[src/rtl/incubator_pkg.sv]
// Shared definitions for the incubator actuator path: operating modes,
// nominal fan levels and the fan-level saturation helper.
package incubator_pkg;

  // Operating modes of the actuator driver.
  typedef enum logic [1:0] {
    IDLE  = 2'd0,
    COOL  = 2'd1,
    HEAT  = 2'd2,
    FAULT = 2'd3
  } state_e;

  // Fan levels the temperature controller issues in normal operation.
  typedef enum logic [3:0] {
    CRS_OFF  = 4'd0,
    CRS_LOW  = 4'd4,
    CRS_MID  = 4'd6,
    CRS_HIGH = 4'd8
  } crs_level_e;

  // Clamp a requested fan level to the largest duty the PWM can express.
  function automatic logic [31:0] sat_level(input logic [3:0]  level,
                                            input logic [31:0] max_level);
    logic [31:0] ext;
    ext = {28'd0, level};
    return (ext > max_level) ? max_level : ext;
  endfunction

endpackage

[src/rtl/incubator_actuator_driver_pwm_gen.sv]
// pwm_gen: free-running period counter, period-boundary strobe and the
// registered duty compare that produces the fan PWM.
module pwm_gen #(
  parameter int CNT_W = 4
) (
  input  logic             clk,
  input  logic             reset,
  input  logic [CNT_W-1:0] duty,
  output logic             wrap,
  output logic             fan_pwm
);

  localparam logic [CNT_W-1:0] CNT_ONE = CNT_W'(1);

  logic [CNT_W-1:0] cnt_q, cnt_d;
  logic             fan_pwm_q, fan_pwm_d;

  // Next count and compare; high while the count is below the applied duty.
  // NOTE: every always_comb output gets a default first so no path can leave it unassigned and infer a latch.
  always_comb begin
    cnt_d     = cnt_q + CNT_ONE;
    fan_pwm_d = (cnt_q < duty);
  end

  // Counter and PWM output registers.
  // NOTE: state is updated with non-blocking assignments so every flop samples pre-edge values regardless of statement order.
  always_ff @(posedge clk) begin
    // NOTE: reset is synchronous and active-low; it only takes effect on a clock edge.
    if (!reset) begin
      cnt_q     <= '0;
      fan_pwm_q <= 1'b0;
    end else begin
      cnt_q     <= cnt_d;
      fan_pwm_q <= fan_pwm_d;
    end
  end

  // Boundary strobe: the edge at which the counter rolls over to zero.
  assign wrap    = (cnt_q == '1);
  assign fan_pwm = fan_pwm_q;

endmodule

[src/rtl/incubator_actuator_driver.sv]
// incubator_actuator_driver: turns heater/cooler requests and a fan level
// into a ramped fan PWM and a heater drive with minimum off-time, and
// latches a fault when heating and cooling are requested together.
module incubator_actuator_driver
  import incubator_pkg::*;
#(
  parameter int CNT_W    = 4,
  parameter int RAMP_DIV = 2,
  parameter int MIN_OFF  = 64
) (
  input  logic             clk,
  input  logic             reset,
  input  logic             heater_req,
  input  logic             cooler_req,
  input  logic [3:0]       crs,
  output logic             fan_pwm,
  output logic             heater_drv,
  output logic [CNT_W-1:0] duty_now,
  output logic             at_target,
  output logic             fault
);

  localparam int                RAMP_W    = (RAMP_DIV > 1) ? $clog2(RAMP_DIV) : 1;
  localparam logic [RAMP_W-1:0] RAMP_LAST = RAMP_W'(RAMP_DIV - 1);
  localparam logic [RAMP_W-1:0] RAMP_ONE  = RAMP_W'(1);
  localparam int                HOLD_W    = $clog2(MIN_OFF + 1);
  localparam logic [HOLD_W-1:0] HOLD_LOAD = HOLD_W'(MIN_OFF);
  localparam logic [HOLD_W-1:0] HOLD_ONE  = HOLD_W'(1);
  localparam logic [CNT_W-1:0]  DUTY_ONE  = CNT_W'(1);
  localparam logic [31:0]       DUTY_MAX  = 32'((64'd1 << CNT_W) - 64'd1);

  state_e            state_q, state_d;
  logic [CNT_W-1:0]  duty_q, duty_d;
  logic [RAMP_W-1:0] ramp_q, ramp_d;
  logic [HOLD_W-1:0] hold_q, hold_d;
  logic              heater_drv_q, heater_drv_d;
  logic              fault_q, fault_d;
  logic [CNT_W-1:0]  target;
  logic              wrap;

  pwm_gen #(
    .CNT_W (CNT_W)
  ) u_pwm_gen (
    .clk     (clk),
    .reset   (reset),
    .duty    (duty_q),
    .wrap    (wrap),
    .fan_pwm (fan_pwm)
  );

  // Target duty: the saturated fan level while cooling is requested, zero
  // whenever the heater owns the plant or a fault has been latched.
  always_comb begin
    target = '0;
    if (cooler_req && (state_q != HEAT) && (state_q != FAULT)) begin
      target = CNT_W'(sat_level(crs, DUTY_MAX));
    end
  end

  // Mode sequencing; COOL only hands over to HEAT once the fan has stopped.
  always_comb begin
    state_d = state_q;
    unique case (state_q)
      IDLE: begin
        if (heater_req && cooler_req) state_d = FAULT;
        else if (heater_req)          state_d = HEAT;
        else if (cooler_req)          state_d = COOL;
      end
      COOL: begin
        if (heater_req && cooler_req) state_d = FAULT;
        else if (heater_req)          state_d = (duty_q == '0) ? HEAT : COOL;
        else if (!cooler_req)         state_d = IDLE;
      end
      HEAT: begin
        if (heater_req && cooler_req) state_d = FAULT;
        else if (!heater_req)         state_d = IDLE;
      end
      FAULT:   state_d = FAULT;
      default: state_d = IDLE;
    endcase
  end

  // Duty ramp: one step toward target on every RAMP_DIV-th period boundary.
  always_comb begin
    ramp_d = ramp_q;
    duty_d = duty_q;
    if (wrap) begin
      if (ramp_q == RAMP_LAST) begin
        ramp_d = '0;
        if (duty_q < target)      duty_d = duty_q + DUTY_ONE;
        else if (duty_q > target) duty_d = duty_q - DUTY_ONE;
      end else begin
        ramp_d = ramp_q + RAMP_ONE;
      end
    end
  end

  // Heater drive with off-time hold-off; it is never on while the fan duty
  // is non-zero, and the hold-off reloads on every falling edge of the drive.
  always_comb begin
    heater_drv_d = (state_d == HEAT) && (hold_q == '0) && (duty_d == '0);
    hold_d       = hold_q;
    if (heater_drv_q && !heater_drv_d) begin
      hold_d = HOLD_LOAD;
    end else if (hold_q != '0) begin
      hold_d = hold_q - HOLD_ONE;
    end
    fault_d = fault_q || (state_d == FAULT);
  end

  // State, ramp, hold-off and output registers.
  always_ff @(posedge clk) begin
    if (!reset) begin
      state_q      <= IDLE;
      duty_q       <= '0;
      ramp_q       <= '0;
      hold_q       <= '0;
      heater_drv_q <= 1'b0;
      fault_q      <= 1'b0;
    end else begin
      state_q      <= state_d;
      duty_q       <= duty_d;
      ramp_q       <= ramp_d;
      hold_q       <= hold_d;
      heater_drv_q <= heater_drv_d;
      fault_q      <= fault_d;
    end
  end

  assign heater_drv = heater_drv_q;
  assign duty_now   = duty_q;
  assign at_target  = (duty_q == target);
  assign fault      = fault_q;

endmodule
[config.mk]
export PLATFORM = sky130hd
export DESIGN_NAME = incubator_actuator_driver
export DESIGN_NICKNAME = d
export VERILOG_FILES = /design/src/rtl/incubator_pkg.sv /design/src/rtl/incubator_actuator_driver_pwm_gen.sv /design/src/rtl/incubator_actuator_driver.sv
export SDC_FILE = /design/constraint.sdc
export NUM_CORES = 1
export LEC_CHECK = 0
export ABC_CLOCK_PERIOD_IN_PS = 2450
export BUFFER_PORTS_ARGS = -buffer_cell sky130_fd_sc_hd__buf_2
export CAP_MARGIN = 20
export CORE_UTILIZATION = 50
export CTS_CLUSTER_DIAMETER = 50
export DETAILED_ROUTE_END_ITERATION = 10
export PLACE_DENSITY = 0.82
export RECOVER_POWER = 25
export SYNTH_ARGS = -nofsm -noshare
export SYNTH_HDL_FRONTEND = slang
export SYNTH_SLANG_ARGS = --single-unit
[constraint.sdc]
create_clock -name clk -period 2.45 [get_ports clk]
set_clock_uncertainty 0.05 [all_clocks]
set_input_delay 0.245 -clock clk [delete_from_list [all_inputs] [get_ports clk]]
set_output_delay 0.245 -clock clk [all_outputs]
set_load 0.01 [all_outputs]
Word-level counts from Yosys, hierarchy flattened

Index checks and enable logic that the tools add are counted.

Memories kept: 0
Bits in read-only memories: 0
Memory bits (writable): 0
Latch bits: 0
Bits in registers: 21
Word-level logic and storage cells: 60
Input port bits: 8
Output and inout port bits: 8

Add/sub/neg operators: 5
Multipliers: 0
Order comparisons: 3
Divide/modulo/power cells: 0
Bitwise logic cells: 1
Reduce and logical (&&, ||, !) cells: 15
Equality and inequality tests: 9
Multiplexer cells: 18
Shift-type cells: 0

Operator list:

| kind                                                                   | count |
|---|---|
| 4-bit 2-to-1 mux                                                       | 5 |
| 2-bit 2-to-1 mux                                                       | 9 |
| 7-bit 2-to-1 mux                                                       | 2 |
| 4-bit by 1-bit adder with 4-bit output (second input constant)         | 2 |
| 2-bit equality test (second input constant)                            | 4 |
| 4-bit logical NOT                                                      | 2 |
| 4-bit less-than comparator                                             | 2 |
| 2-bit case mux with 4 select lines                                     | 1 |
| 7-bit logical NOT                                                      | 1 |
| 7-bit nonzero test                                                     | 1 |
| 7-bit by 1-bit subtractor with 7-bit output (second input constant)    | 1 |
| 1-bit logical AND                                                      | 6 |
| 4-bit equality test                                                    | 1 |
| 4-bit equality test (second input constant)                            | 1 |
| 4-bit > comparator                                                     | 1 |
| 2-bit inequality test (second input constant)                          | 2 |
| 4-bit by 1-bit subtractor with 4-bit output (second input constant)    | 1 |
| 2-bit by 1-bit equality test with 1-bit output (second input constant) | 1 |
| 2-bit logical NOT                                                      | 1 |
| 2-bit nonzero test                                                     | 1 |
| 2-bit OR reduction                                                     | 1 |
| 1-bit adder (second input constant)                                    | 1 |
| 1-bit logical NOT                                                      | 1 |
| 1-bit logical OR                                                       | 1 |
| other kinds (2)                                                        | 2 |

Logic depth before layout (Yosys ltp)

Gate-level depths: netlist (run 1).

Depth in word-level cells: 14
Depth in mapped cells: 9
Depth with buffers taken out: 9

Hierarchy

Synthesis (run 1) repeated with hierarchy kept, for this count alone.

Cell total of the unflattened synthesis: 149
Area total of the unflattened synthesis: 1226.2 µm²

Modules (own cells, without submodules):

| module                    | instances | area each (µm²) | cells an instance | sequential area each (µm²) |
|---|---|---|---|---|
| incubator_actuator_driver | 1         | 972.2           | 122               | 320.3 |
| pwm_gen                   | 1         | 254.0           | 27                | 100.1 |

Least setup slack after synthesis (run 1)

OpenSTA, ideal clock, no wires.

Path kind: reg-to-reg
Start: register state_q[1]
End: register hold_q[3]
Required time: 2276 ps
Library setup time: 124 ps
Arrival time: 2205 ps
Buffers on the path: 0
Cell stages (with the launch flop): 10
Path slack: 71 ps
Period minus slack after synthesis: 2379 ps
Path through: dfxtp_1 nor2b_1 nand2_1 ha_1 nor2b_4 o211a_1 or4_1 a21o_1 a41oi_2 nor3_1

Word-level cells in the longest chain between the ends: 14
Elaborated cells on any way between the ends: 31
Classes of those cells: order compare (2); eq/ne (6); mux (14); reduce/logical (9)

RTL lines:

| element                          | line                             | source |
|---|---|---|
| from (decl)                      | incubator_actuator_driver.sv:32  | `state_e state_q, state_d;` |
| from (signal assigned)           | incubator_actuator_driver.sv:121 | `state_q <= state_d;` |
| 2-bit inequality test            | incubator_actuator_driver.sv:55  | `if (cooler_req && (state_q != HEAT) && (state_q != FAULT)) begin` |
| 1-bit logical AND (2 in series)  | incubator_actuator_driver.sv:55  |  |
| 4-bit 2-to-1 mux                 | incubator_actuator_driver.sv:55  |  |
| 4-bit > comparator               | incubator_actuator_driver.sv:91  | `else if (duty_q > target) duty_d = duty_q - DUTY_ONE;` |
| 4-bit 2-to-1 mux                 | incubator_actuator_driver.sv:91  |  |
| 4-bit 2-to-1 mux                 | incubator_actuator_driver.sv:90  | `if (duty_q < target) duty_d = duty_q + DUTY_ONE;` |
| 4-bit 2-to-1 mux                 | incubator_actuator_driver.sv:88  | `if (ramp_q == RAMP_LAST) begin` |
| 4-bit 2-to-1 mux                 | incubator_actuator_driver.sv:87  | `if (wrap) begin` |
| 4-bit logical NOT                | incubator_actuator_driver.sv:101 | `heater_drv_d = (state_d == HEAT) && (hold_q == '0) && (duty_d == '0);` |
| 1-bit logical AND (*)            | incubator_actuator_driver.sv:101 |  |
| 1-bit logical NOT (*)            | incubator_actuator_driver.sv:103 | `if (heater_drv_q && !heater_drv_d) begin` |
| 1-bit logical AND (*)            | incubator_actuator_driver.sv:103 |  |
| 2-bit OR reduction (no line) (*) | -                                |  |
| to (signal assigned)             | incubator_actuator_driver.sv:124 | `hold_q <= hold_d;` |
| to (decl)                        | incubator_actuator_driver.sv:35  | `logic [HOLD_W-1:0] hold_q, hold_d;` |

Mark *: on every way between the ends. The rest lies on a longest branch, timed or not.
A chain may end at the register's enable or synchronous reset.

Worst setup path in the final report (run 1)

Start: register state_q[1]
End: register heater_drv_q, in the netlist heater_drv

Word-level cells in the longest chain between the ends: 11
Elaborated cells on any way between the ends: 28
Classes of those cells: order compare (2); eq/ne (6); mux (14); reduce/logical (6)

RTL lines:

| element                         | line                             | source |
|---|---|---|
| 2-bit inequality test           | incubator_actuator_driver.sv:55  |  |
| 1-bit logical AND (2 in series) | incubator_actuator_driver.sv:55  |  |
| 4-bit 2-to-1 mux                | incubator_actuator_driver.sv:55  |  |
| 4-bit > comparator              | incubator_actuator_driver.sv:91  |  |
| 4-bit 2-to-1 mux                | incubator_actuator_driver.sv:91  |  |
| 4-bit 2-to-1 mux                | incubator_actuator_driver.sv:90  |  |
| 4-bit 2-to-1 mux                | incubator_actuator_driver.sv:88  |  |
| 4-bit 2-to-1 mux                | incubator_actuator_driver.sv:87  |  |
| 4-bit logical NOT               | incubator_actuator_driver.sv:101 |  |
| 1-bit logical AND (*)           | incubator_actuator_driver.sv:101 |  |
| to (signal assigned)            | incubator_actuator_driver.sv:125 | `heater_drv_q <= heater_drv_d;` |
| to (decl)                       | incubator_actuator_driver.sv:36  | `logic heater_drv_q, heater_drv_d;` |

Marked as above.

==> results of run 1 <==
[per-layer routing]
layer	up-vias	wire length, µm
met5	-	0
met4	0	73
met3	12	193
met2	56	1560
met1	576	1410
li1	596	-
[logic make-up after synthesis]
| group | share of synthesized area |
|---|---|
| AND/OR/NAND/NOR | 0.288 |
| AO/OA/AOI/OAI | 0.175 |
| flip-flops | 0.333 |
| buffers and inverters | 0.0387 |
| adder cells (fa/ha/maj) | 0.109 |
| XOR/XNOR | 0.0555 |
[synthesized netlist by cell type (4+ instances only)]
master	instances	area share
sky130_fd_sc_hd__o21ai_0	4	0.016
sky130_fd_sc_hd__nor2_1	11	0.033
sky130_fd_sc_hd__nor3_1	5	0.020
sky130_fd_sc_hd__nand2_1	15	0.045
sky130_fd_sc_hd__dfxtp_1	21	0.33
sky130_fd_sc_hd__xnor2_1	5	0.035
sky130_fd_sc_hd__inv_1	11	0.033
sky130_fd_sc_hd__nand4_1	5	0.025
sky130_fd_sc_hd__ha_1	11	0.11
sky130_fd_sc_hd__nand3_1	9	0.036
sky130_fd_sc_hd__a21oi_1	9	0.036
[what timing repair did]
item / in CTS / in global routing
endpoints found under the setup margin: 7 / 7
buffers inserted: 1 / 5
resized for setup: 4 / 21
pin swaps: 2 / 11
[worst max-delay path, cell delays in order, from the launching register on]
cell and delay [ns]:
sky130_fd_sc_hd__dfxtp_2 0.35, sky130_fd_sc_hd__nor2b_4 0.16, sky130_fd_sc_hd__nand2_1 0.11, sky130_fd_sc_hd__ha_4 0.25, sky130_fd_sc_hd__a21o_4 0.22, sky130_fd_sc_hd__or4_4 0.52
sky130_fd_sc_hd__a21o_1 0.24, sky130_fd_sc_hd__buf_4 0.14, sky130_fd_sc_hd__buf_4 0.12, sky130_fd_sc_hd__nand2_1 0.07, sky130_fd_sc_hd__nor4b_2 0.04
[final timing paths]
| path | startpoint | to | slack [ns] | cells after the start |
|---|---|---|---|---|
| max | state_q[1] | heater_drv | 0.05 | 10 |
| min | heater_req | state_q[1] | 0.18 | 3 |
| max reg2reg | state_q[1] | heater_drv | 0.05 | 10 |
| min reg2reg | u_pwm_gen.cnt_q[0] | u_pwm_gen.cnt_q[0] | 0.44 | 1 |
[area by class of cell]
| cell class | count | area (µm²) |
|---|---|---|
| clock buffer | 4 | 26.3 |
| timing repair buffer | 28 | 170 |
| tap | 28 | 35.0 |
| fill | 171 | 697 |
| inverter | 11 | 41.3 |
| multi-input combinational | 114 | 903 |
| sequential | 21 | 424 |
[report_power, final]
group / internal (mW) / switching (mW)
clock network: 0.0634 / 0.102
logic: 0.263 / 0.261
registers: 0.401 / 0.0668
total: 0.728 / 0.430
[registers in the layout, summed over array words and instances (netlist names)]
register,flops
duty_now,4
fault,1
heater_drv,1
hold_q,7
ramp_q,1
state_q,2
u_pwm_gen.cnt_q,4
u_pwm_gen.fan_pwm,1
==> flow_results.xml, run 1 <==
<?xml version="1.0" encoding="UTF-8"?>
<metrics>
  <group name="floorplan">
    <metric name="die_height" unit="µm">52.3</metric>
    <metric name="floorplan.die_area" unit="mm²">0.00273</metric>
    <metric name="ios" unit="">16</metric>
    <metric name="die_width" unit="µm">52.3</metric>
    <metric name="row_count" unit="">17</metric>
    <metric name="initial_core_util" unit="">0.550</metric>
    <metric name="core-area" unit="mm²">0.00230</metric>
  </group>
  <group name="final_layout">
    <metric name="finalNonFillerCells" unit="">206</metric>
    <metric name="final_design_area_no_fill" unit="mm²">0.00160</metric>
    <metric name="final_cell_mix" unit="">18 x sky130_fd_sc_hd__dfxtp_1, 14 x sky130_fd_sc_hd__nand2_1, 13 x sky130_fd_sc_hd__buf_2, 13 x sky130_fd_sc_hd__buf_4, 10 x sky130_fd_sc_hd__nor2_1</metric>
    <metric name="layout-drive-gt1-share" unit="">0.320</metric>
    <metric name="area_growth_syn_to_layout" unit="%">26.8</metric>
    <metric name="nNetsFinal" unit="">198</metric>
    <metric name="mostFrequentLayoutCell" unit="">sky130_fd_sc_hd__dfxtp_1</metric>
    <metric name="diodes" unit="">0</metric>
    <metric name="post-route-util" unit="">0.697</metric>
  </group>
  <group name="global_route">
    <metric name="gr-usage-met3" unit="">0.0348</metric>
    <metric name="busiest_layer" unit="">met2</metric>
    <metric name="global_route.usage.met2" unit="">0.425</metric>
    <metric name="overflow" unit="">0</metric>
    <metric name="grt_first_pass_wirelength" unit="µm">5080</metric>
    <metric name="global_route.usage.met1" unit="">0.317</metric>
    <metric name="grt.total_usage" unit="">0.250</metric>
    <metric name="grt_pass1_vias" unit="">1188</metric>
    <metric name="grt_start_max_net_pins" unit="">15</metric>
    <metric name="antenna_violations_before_repair" unit="">0</metric>
  </group>
  <group name="timing">
    <metric name="fin_hold_ws" unit="ns">0.181</metric>
    <metric name="setup_viol" unit="">0</metric>
    <metric name="final-max-slew-violation-count" unit="">0</metric>
    <metric name="min_period" unit="ns">2.40</metric>
    <metric name="layout_setup_ws" unit="ns">0.0527</metric>
    <metric name="fin_tns_setup" unit="ns">0</metric>
    <metric name="tightest_slew" unit="ns">0.461</metric>
    <metric name="hold_viol" unit="">0</metric>
    <metric name="fin_crit_sh" unit="">0.978</metric>
    <metric name="timing.slew.headroom" unit="">0.692</metric>
    <metric name="clock.fmax" unit="MHz">417</metric>
  </group>
  <group name="route">
    <metric name="routed_wirelength" unit="µm">3240</metric>
    <metric name="avgRoutedWirePerCell" unit="µm">15.7</metric>
    <metric name="drc" unit="">0</metric>
    <metric name="drtAntennaViolNets" unit="">0</metric>
    <metric name="detailedRoute.firstPassIterationCount" unit="">4</metric>
    <metric name="via_per_instance_ratio" unit="">6.02</metric>
    <metric name="vias" unit="">1240</metric>
    <metric name="detail_route.iter0.violations" unit="">40</metric>
  </group>
  <group name="clock_network">
    <metric name="cts_buffers" unit="">3</metric>
    <metric name="cts_root_buf" unit="">sky130_fd_sc_hd__clkbuf_4</metric>
    <metric name="cts-hold-fix-buffers" unit="">0</metric>
    <metric name="tritoncts" unit="">built</metric>
    <metric name="clk_transition_reported_paths" unit="ns">0.11</metric>
    <metric name="clock_latency_on_the_worst_skew_pair" unit="ns">0.30</metric>
    <metric name="clkSinkCount" unit="">21</metric>
    <metric name="cts_htree_levels" unit="">1</metric>
    <metric name="maximum_buffer_depth_of_the_clock_tree" unit="">2</metric>
  </group>
  <group name="setup_path">
    <metric name="critPathKind" unit="">reg2reg</metric>
    <metric name="critPathCaptureType" unit="">flip-flop</metric>
    <metric name="critical_path.startpoint_type" unit="">flip-flop</metric>
    <metric name="timing.critical_path.fanout_max" unit="">5</metric>
    <metric name="worstPathRequired" unit="ns">2.58</metric>
    <metric name="crit_arrival" unit="ns">2.53</metric>
  </group>
  <group name="placed_design">
    <metric name="place.detailed.hpwl" unit="µm">2220</metric>
    <metric name="detailed_place.area" unit="mm²">0.00142</metric>
    <metric name="io_buffer_count" unit="">15</metric>
    <metric name="placed_cells_incl_taps" unit="">196</metric>
    <metric name="finalWeightedCongestion" unit="">0.887</metric>
    <metric name="post-place-ws" unit="ns">-0.222</metric>
  </group>
  <group name="yosys">
    <metric name="seq_area_frac_synth" unit="">0.333</metric>
    <metric name="synth-warning-count" unit="">0</metric>
    <metric name="synth_async_sr_flop_share" unit="">0</metric>
    <metric name="postSynth.topFlopCell" unit="">sky130_fd_sc_hd__dfxtp_1</metric>
    <metric name="synth_area" unit="mm²">0.00126</metric>
    <metric name="synth.lib_cells_used.distinct" unit="">38</metric>
    <metric name="synth_fp_nets" unit="">167</metric>
    <metric name="avgSynthCellArea" unit="µm²">8.53</metric>
    <metric name="synth_edf_count" unit="">0</metric>
    <metric name="synthesis.instances" unit="">148</metric>
    <metric name="ys_seq_elements" unit="">21</metric>
  </group>
  <group name="hold_path">
    <metric name="worst_hold_path_type" unit="">in2reg</metric>
  </group>
  <group name="run_status">
    <metric name="outcome" unit="">completed</metric>
  </group>
  <group name="pwr">
    <metric name="finalPower" unit="mW">1.16</metric>
    <metric name="power.leakage" unit="nW">0.673</metric>
    <metric name="power.density" unit="mW/mm²">724</metric>
    <metric name="irDropWorstVdd" unit="V">0.000690</metric>
  </group>
  <group name="job">
    <metric name="max_cap_violations" unit="">0</metric>
  </group>
</metrics>
No activity file was read; power rests on OpenSTA's default activity.
==> inputs of run 2 (changes only) <==
ABC_CLOCK_PERIOD_IN_PS = 2940   (was 2450)
CORE_ASPECT_RATIO = 1.2   (was default)
PLACE_DENSITY = 0.79   (was 0.82)
SKIP_CTS_REPAIR_TIMING = 1   (was default)
clock period = 2.94 ns   (was 2.45 ns; I/O delays follow)
==> run 2 against run 1 <==
Against the previous run:
- hold slack better by 0.021 ns
- critical path depth shrank 1
- critical endpoint is now hold_q[6]
- largest cell class unchanged
- sequential cell count is the same
- routed wire length is 21% lower
- setup slack better by 0.32 ns
==> flow_results.xml, run 2 (synthesized netlist as in run 1, its figures left out) <==
<?xml version="1.0" encoding="UTF-8"?>
<metrics>
  <group name="timing">
    <metric name="timing.slew.headroom" unit="">0.684</metric>
    <metric name="tightest_slew" unit="ns">0.473</metric>
    <metric name="final-max-slew-violation-count" unit="">0</metric>
    <metric name="min_period" unit="ns">2.57</metric>
    <metric name="clock.fmax" unit="MHz">389</metric>
    <metric name="rsz0062_at_grt" unit="">false</metric>
    <metric name="fin_crit_sh" unit="">0.874</metric>
    <metric name="setup_viol" unit="">0</metric>
    <metric name="fin_hold_ws" unit="ns">0.202</metric>
    <metric name="hold_viol" unit="">0</metric>
    <metric name="fin_tns_setup" unit="ns">0</metric>
  </group>
  <group name="pwr">
    <metric name="finalPower" unit="mW">0.873</metric>
    <metric name="share_seq_of_total_power" unit="">0.449</metric>
    <metric name="irDropWorstVdd" unit="V">0.000589</metric>
    <metric name="power_switching_share" unit="">0.371</metric>
    <metric name="cell_internal_power" unit="mW">0.549</metric>
    <metric name="clockPowerShare" unit="">0.160</metric>
    <metric name="power.density" unit="mW/mm²">627</metric>
    <metric name="total_switching_power" unit="mW">0.324</metric>
    <metric name="combinationalPowerShare" unit="">0.391</metric>
    <metric name="power.leakage" unit="nW">0.593</metric>
  </group>
  <group name="floorplan">
    <metric name="die_height" unit="µm">57.0</metric>
    <metric name="initial_core_util" unit="">0.542</metric>
    <metric name="row_count" unit="">19</metric>
    <metric name="die_width" unit="µm">47.9</metric>
    <metric name="floorplan.die_area" unit="mm²">0.00273</metric>
    <metric name="core-area" unit="mm²">0.00233</metric>
    <metric name="ios" unit="">16</metric>
  </group>
  <group name="placed_design">
    <metric name="detailed_place.area" unit="mm²">0.00137</metric>
    <metric name="io_buffer_count" unit="">15</metric>
    <metric name="placed_cells_incl_taps" unit="">192</metric>
    <metric name="finalWeightedCongestion" unit="">0.929</metric>
    <metric name="place.detailed.hpwl" unit="µm">2020</metric>
  </group>
  <group name="global_route">
    <metric name="overflow" unit="">0</metric>
    <metric name="antenna_violations_before_repair" unit="">0</metric>
    <metric name="grt_pass1_vias" unit="">1076</metric>
    <metric name="grt_first_pass_wirelength" unit="µm">4350</metric>
    <metric name="grt_start_max_net_pins" unit="">15</metric>
    <metric name="grt.total_usage" unit="">0.219</metric>
  </group>
  <group name="setup_path">
    <metric name="critical_path.startpoint_type" unit="">flip-flop</metric>
    <metric name="timing.critical_path.fanout_max" unit="">5</metric>
    <metric name="critPathCaptureType" unit="">flip-flop</metric>
    <metric name="timing.critical_path.cells" unit="">nor2b_1, nand2_1, ha_1, a21o_1, o31ai_1, a21oi_1, nor3_2, nand4_1, o21a_1</metric>
    <metric name="crit_arrival" unit="ns">2.74</metric>
    <metric name="critPathKind" unit="">reg2reg</metric>
    <metric name="critical-path-max-stage-delay" unit="ns">0.35</metric>
    <metric name="worstPathRequired" unit="ns">3.11</metric>
    <metric name="worst_path_max_delay_cell" unit="">sky130_fd_sc_hd__dfxtp_1</metric>
  </group>
  <group name="route">
    <metric name="detail_route.iter0.violations" unit="">27</metric>
    <metric name="drtAntennaViolNets" unit="">0</metric>
    <metric name="routed_wirelength" unit="µm">2560</metric>
    <metric name="vias" unit="">1134</metric>
    <metric name="drc" unit="">0</metric>
    <metric name="avgRoutedWirePerCell" unit="µm">13.0</metric>
    <metric name="via_per_instance_ratio" unit="">5.79</metric>
    <metric name="detailedRoute.firstPassIterationCount" unit="">4</metric>
  </group>
  <group name="clock_network">
    <metric name="clock_latency_on_the_worst_skew_pair" unit="ns">0.31</metric>
    <metric name="maximum_buffer_depth_of_the_clock_tree" unit="">2</metric>
    <metric name="cts_root_buf" unit="">sky130_fd_sc_hd__clkbuf_4</metric>
    <metric name="cts_htree_levels" unit="">1</metric>
    <metric name="clkSinkCount" unit="">21</metric>
    <metric name="cts_buffers" unit="">3</metric>
    <metric name="tritoncts" unit="">built</metric>
    <metric name="clk_transition_reported_paths" unit="ns">0.12</metric>
  </group>
  <group name="final_layout">
    <metric name="finalNonFillerCells" unit="">196</metric>
    <metric name="area_growth_syn_to_layout" unit="%">10.3</metric>
    <metric name="mostFrequentLayoutCell" unit="">sky130_fd_sc_hd__dfxtp_1</metric>
    <metric name="nNetsFinal" unit="">185</metric>
    <metric name="final_cell_mix" unit="">21 x sky130_fd_sc_hd__dfxtp_1, 15 x sky130_fd_sc_hd__nand2_1, 12 x sky130_fd_sc_hd__buf_2</metric>
    <metric name="diodes" unit="">0</metric>
    <metric name="final_design_area_no_fill" unit="mm²">0.00139</metric>
    <metric name="layout-drive-gt1-share" unit="">0.145</metric>
    <metric name="largest_register_ffs" unit="">7</metric>
    <metric name="reg_with_most_ffs" unit="">hold_q</metric>
  </group>
  <group name="hold_path">
    <metric name="worst_hold_path_type" unit="">in2reg</metric>
  </group>
  <group name="job">
    <metric name="max_cap_violations" unit="">0</metric>
  </group>
  <group name="run_status">
    <metric name="outcome" unit="">completed</metric>
  </group>
</metrics>
==> run 2: final timing paths <==
path | to | slack (ns) | from | depth (start not counted)
worst min register to register | u_pwm_gen.cnt_q[0] | 0.44 | u_pwm_gen.cnt_q[0] | 1
worst max register to register | hold_q[6] | 0.37 | state_q[1] | 9
worst max-delay path | hold_q[6] | 0.37 | state_q[1] | 9
worst min-delay path | state_q[1] | 0.20 | heater_req | 3
==> run 2: layout make-up <==
class / count / area [µm²]
Inverter: 11 / 41.3
Fill cell: 226 / 937
Tap cell: 31 / 38.8
Sequential cell: 21 / 420
Multi-Input combinational cell: 114 / 793
Timing Repair Buffer: 15 / 71.3
Clock inverter: 1 / 5.00
Clock buffer: 3 / 22.5
==> run 2: power groups by stage <==
stage	Clock, mW	Combinational (mW)	Sequential, mW
CTS	0.145	0.346	0.391
global route	0.159	0.394	0.400
detailed placement	0	0.345	0.397
global placement	0	0.330	0.393
finish	0.140	0.341	0.393
floorplan	0	0.280	0.386
==> run 2: metrics by stage <==
step	worst slack [ns]	utilization
floorplan	0.561	-
global placement	0.363	0.588
detailed placement	0.300	0.588
CTS	0.388	0.599
global route	0.152	0.598
finish	0.369	0.598
==> run 2: per-layer routing <==
| layer | GRT usage | share of wire | vias up |
|---|---|---|---|
| li1 | - | - | 565 |
| met1 | 0.258 | 0.44 | 542 |
| met2 | 0.369 | 0.50 | 22 |
| met3 | 0.0316 | 0.038 | 5 |
| met4 | 0.107 | 0.020 | 0 |
| met5 | 0 | 0 | - |
==> run 2: worst max-delay path, delay by kind of cell, from the launching register on <==
family / cells / cell delay [ns]
adders and majority gates: 1 / 0.34
DFF: 1 / 0.35
and+or+nand+nor: 4 / 0.85
AOI/OAI and AO/OA: 4 / 0.89
